File: src/rtl/io_arbiter.sv
// io_arbiter: two-master, 3-cycle (IDLE/ACCESS/RESP) arbiter onto RAM, keypad, timer and 7-seg register.
// Define IO_ARB_FIXED_PRIO_EN to make m0 win every tie instead of round-robin.
module io_arbiter #(
  parameter logic [15:0] KP_CHK  = 16'h00fc,
  parameter logic [15:0] KP_DAT  = 16'h00fd,
  parameter logic [15:0] SEG_ADR = 16'h00fe,
  parameter logic [15:0] TM_CHK  = 16'h00ff,
  parameter logic [15:0] TM_DAT  = 16'h00fb
) (
  input  logic        clk,
  input  logic        rst_n,
  input  logic        m0_req,
  input  logic        m1_req,
  input  logic        m0_we,
  input  logic        m1_we,
  input  logic [15:0] m0_addr,
  input  logic [15:0] m1_addr,
  input  logic [15:0] m0_wdata,
  input  logic [15:0] m1_wdata,
  output logic        m0_gnt,
  output logic        m1_gnt,
  output logic        m0_rvalid,
  output logic        m1_rvalid,
  output logic [15:0] rdata,
  output logic [7:0]  ram_addr,
  output logic        ram_we,
  output logic [15:0] ram_wdata,
  input  logic [15:0] ram_rdata,
  output logic        kp_sel,
  output logic        tm_sel,
  output logic        kp_ack,
  output logic        tm_ack,
  input  logic [15:0] kp_data,
  input  logic [15:0] tm_data,
  output logic [15:0] seg_data
);
  typedef enum logic [1:0] {IDLE, ACCESS, RESP} state_t;
  state_t state;
  logic win, owner, we_q, w_we, periph;
  logic [15:0] addr_q, w_addr, w_wdata, rd_mux;
`ifdef IO_ARB_FIXED_PRIO_EN
  assign win = !m0_req;
`else
  logic last_m1;
  assign win = m1_req && (!m0_req || !last_m1);
`endif
  // gnt is the acceptance strobe of the IDLE cycle; reset masks it while state is forced
  assign m0_gnt = rst_n && state == IDLE && m0_req && !win;
  assign m1_gnt = rst_n && state == IDLE && m1_req && win;
  assign w_we = win ? m1_we : m0_we;
  assign w_addr = win ? m1_addr : m0_addr;
  assign w_wdata = win ? m1_wdata : m0_wdata;
  assign periph = w_addr inside {KP_CHK, KP_DAT, SEG_ADR, TM_CHK, TM_DAT};
  assign rd_mux = (addr_q == KP_CHK || addr_q == KP_DAT) ? kp_data :
                  (addr_q == TM_CHK || addr_q == TM_DAT) ? tm_data :
                  (addr_q == SEG_ADR) ? seg_data : ram_rdata;
  always_ff @(posedge clk or negedge rst_n) begin
    if (!rst_n) begin
      state <= IDLE;
      owner <= 1'b0;
      we_q <= 1'b0;
      addr_q <= '0;
      m0_rvalid <= 1'b0;
      m1_rvalid <= 1'b0;
      rdata <= '0;
      ram_addr <= '0;
      ram_we <= 1'b0;
      ram_wdata <= '0;
      kp_sel <= 1'b0;
      tm_sel <= 1'b0;
      kp_ack <= 1'b0;
      tm_ack <= 1'b0;
      seg_data <= '0;
`ifndef IO_ARB_FIXED_PRIO_EN
      last_m1 <= 1'b1;
`endif
    end else if (state == IDLE) begin
      if (m0_req || m1_req) begin
        state <= ACCESS;
        owner <= win;
        we_q <= w_we;
        addr_q <= w_addr;
        ram_wdata <= w_wdata;
        ram_we <= w_we && !periph;
        if (!periph) ram_addr <= w_addr[7:0];
        kp_sel <= !w_we && w_addr == KP_CHK;
        kp_ack <= !w_we && w_addr == KP_DAT;
        tm_sel <= !w_we && w_addr == TM_CHK;
        tm_ack <= !w_we && w_addr == TM_DAT;
`ifndef IO_ARB_FIXED_PRIO_EN
        last_m1 <= win;
`endif
      end
    end else if (state == ACCESS) begin
      state <= RESP;
      ram_we <= 1'b0;
      kp_sel <= 1'b0;
      tm_sel <= 1'b0;
      kp_ack <= 1'b0;
      tm_ack <= 1'b0;
      if (!we_q) rdata <= rd_mux;
      else if (addr_q == SEG_ADR) seg_data <= ram_wdata;
      m0_rvalid <= !we_q && !owner;
      m1_rvalid <= !we_q && owner;
    end else begin
      state <= IDLE;
      m0_rvalid <= 1'b0;
      m1_rvalid <= 1'b0;
    end
  end
endmodule

File: config.mk
export PLATFORM = sky130hd
export DESIGN_NAME = io_arbiter
export DESIGN_NICKNAME = d
export VERILOG_FILES = /design/src/rtl/io_arbiter.sv
export SDC_FILE = /design/constraint.sdc
export NUM_CORES = 1
export LEC_CHECK = 0
export ABC_AREA = 1
export BUFFER_PORTS_ARGS = -buffer_cell sky130_fd_sc_hd__buf_4
export CAP_MARGIN = 20
export CORE_ASPECT_RATIO = 0.75
export CORE_MARGIN = 2
export CORE_UTILIZATION = 30
export DETAILED_ROUTE_END_ITERATION = 7
export PLACE_DENSITY = 0.65
export SYNTH_ARGS = -nofsm -noshare
export SYNTH_HDL_FRONTEND = slang
export SYNTH_SLANG_ARGS = --single-unit
File: constraint.sdc
create_clock -name clk -period 4.3 [get_ports clk]
set_input_delay 0.43 -clock clk [delete_from_list [all_inputs] [get_ports clk]]
set_output_delay 0.43 -clock clk [all_outputs]
set_load 0.03 [all_outputs]
==> reports/metrics.yaml <==
status:
  outcome: "complete, no violations"
clock_tree:
  postCtsResizedCells: 0
  tritoncts: "built"
  cts_num_sinks: 84
  cts.hold.buffers_added: 0
  cts-htree-levels: 3
  clkSlewWorstSetupHoldPaths_ns: 0.06
  post-cts-setup-buffer-count: 0
  tritoncts.num_buffers: 9
  insertion_delay_ns: 0.33
  clock_tree_root_driver_cell: "clkbuf_16"
  longest_clk_path_bufs: 2
synthesis:
  post_synth_num_cell_types: 29
  synth-seq-cells: 84
  post_synth.cell_area_avg_sq_um: 7.29
  synth_fp_nets: 732
  mappedNetlistArea_sq_um: 4480
  syn_inst: 614
  synthesis.yosys.warnings: 0
  synth_seq_area_share: 0.470
route:
  drt_via_density: 4.61
  drc: 0
  ant_nets: 0
  wirelength_mm: 13.8
  wire_length_per_cell_um: 14.0
  detailroute.via_count: 4550
  detailedRoute.firstIterationViolations: 233
  dr.pass1.iters: 4
sta:
  setup_repair_after_global_routing_missed_its_margin: "no"
  worst_slew_margin_rel: 0.350
  holdWs_ns: 0.0593
  timing.final.hold_violations: 0
  final_count_of_pins_violating_max_slew: 0
  post-route-period-util: 0.647
  max_freq_mhz: 360
  final_critical_path_setup_slack_ns: 1.52
  setup_viol: 0
  skew_ns: 0.00728
  final_sum_of_negative_setup_slack_ns: 0
  final_period_minus_worst_setup_slack_ns: 2.78
  worstMarginPinSlew_ns: 0.969
cells_and_area:
  fin_nets: 900
  layout_common_cells: "nand2_1 (215), buf_4 (186), dfrtp_1 (83)"
  layout.core_utilization: 0.433
  ff_latch_area_sq_um: 2100
  layout.filler_cells: 1518
  most_frequent_standard_cell_in_the_layout_excluding_fill_and_tap_cells: "nand2_1"
  syn_to_final_growth_pct: 40.3
  share_of_layout_cells_above_drive_strength_1: 0.276
  antenna_cells: 0
  multi_input_area_sq_um: 2010
floorplanning:
  floorplan.die.height_um: 110
  die_area_sq_um: 15900
  num_io_pins: 183
  chip_width_um: 145
  row_count: 38
  floorplan.initialDensity: 0.309
  core_area_sq_um: 14500
global_routing:
  grt.busiest_layer: "met1"
  grt_overflow_total: 0
  grt_first_pass_wirelength_mm: 22.3
  global_routing_met2_resource_utilization: 0.252
  grt_start_max_net_pins: 50
  grt_overall_usage: 0.177
  antenna_found_initial: 0
  grt_use_met1: 0.269
  vias_in_the_first_global_route: 4241
  grt_util_met3: 0.0440
placement:
  gp_congestion: 0.856
  portBuffers: 182
  dp_hpwl_mm: 10.6
  place_worst_setup_slack_ns: 1.48
worst_setup_path:
  start_kind: "register"
  crit_path_end_kind: "output port"
  crit_slowest_cell: "dfstp_2"
  worst-path-max-fanout: 44
  critical_path.startpoint: "last_m1"
  worstPathRequired_ns: 3.87
  series_of_cell_instances_along_the_critical_path: "nand2_2 -> nand2_4 -> inv_1 -> nor2_1 -> buf_4"
  critical_path.max_stage_delay_ns: 0.55
  timing.setup.critical_path_class: "reg -> out"
  worstReg2RegStart: "last_m1"
  critical_path_arrival_ns: 2.35
hold_path:
  worst_hold_path_type: "in -> async"
pwr:
  leakage_nw: 3.43
  vdd_ir_drop_max_mv: 0.245
  power_density_nw_per_um2: 597
flow_run:
  drv.max_cap_violation_count: 0
[final cells by class]
cell class / count / share of cell area
tap: 200 / 0.0399
multi-input combinational: 441 / 0.320
clock inverter: 4 / 0.00817
sequential: 84 / 0.335
timing repair buffer: 187 / 0.224
clock buffer: 12 / 0.0377
inverter: 59 / 0.0353
[layer usage]
| metal | wire [um] | vias up |
|---|---|---|
| li1 | - | 2319 |
| met4 | 80 | 0 |
| met5 | 0 | - |
| met2 | 5710 | 147 |
| met3 | 818 | 9 |
| met1 | 7190 | 2075 |
[state kept, by name, summed over array words and instances, names as in the netlist]
name,flops
addr_q,16
owner,1
ram_wdata,16
we_q,1
tm_sel,1
m0_rvalid,1
kp_ack,1
state,2
tm_ack,1
rdata,16
m1_rvalid,1
last_m1,1
kp_sel,1
ram_we,1
seg_data,16
ram_addr,8
[cell usage after synthesis]
cell type	n	area, sq um
a21oi_2	1	8.76
nor2_1	41	154
nand3b_1	5	37.5
o22ai_1	16	100
inv_2	1	3.75
dfstp_2	1	26.3
buf_2	11	55.1
o211ai_1	1	7.51
nand2_2	2	12.5
a31oi_1	3	18.8
inv_1	58	218
nand3_1	67	335
nand3_4	1	17.5
nand2_4	2	22.5
nand2_1	215	807
clkbuf_1	15	56.3
nor2_4	1	11.3
buf_4	2	15.0
o21a_1	1	7.51
dfrtp_1	83	2080
nand3_2	1	10.0
nor2_2	4	25.0
buf_6	2	22.5
nand4_1	6	37.5
o21ai_0	42	210
nor3_1	2	10.0
nor3_4	1	16.3
nand4_2	1	12.5
o21ai_1	28	140
[power by group]
| part | leakage [nW] | internal [mW] | switching, mW |
|---|---|---|---|
| Clock | 0.137 | 0.451 | 0.315 |
| Sequential | 1.06 | 1.09 | 0.175 |
| Combinational | 2.23 | 0.596 | 1.12 |
| Total | 3.43 | 2.14 | 1.61 |
[final timing paths]
path	slack [ns]	to	cells after the start
worst max-delay path	1.52	m0_gnt	5
worst min-delay path	0.06	ram_wdata[14]	1
worst max register to register	1.63	ram_addr[4]	11
worst min register to register	0.46	m0_rvalid	1
max in group asynchronous	3.22	rdata[8]	2
min in group clk	0.36	ram_wdata[14]	3
[critical path: cells and delay by family (launching register included)]
kind                   cells  cell delay (ns)
buffers and inverters      2             0.64
DFF                        1             0.55
and+or+nand+nor            3             0.81
[cells by family (layout without fill, tap and decap cells)]
family	count (synthesis)	after routing	synth area share
buffers and inverters	89	262	0.0827
and+or+nand+nor	349	349	0.337
DFF	84	84	0.470
AOI/OAI and AO/OA	92	92	0.110
[metrics by stage]
stage	power (mW)	std cells	cell area [sq um]
after CTS	3.78	985	6260
after global routing	4.03	987	6280
final	3.75	987	6280
after global placement	2.98	969	5970
after floorplan	2.36	614	4480
after detailed placement	3.00	969	5970
No activity file was read; power rests on OpenSTA's default activity.
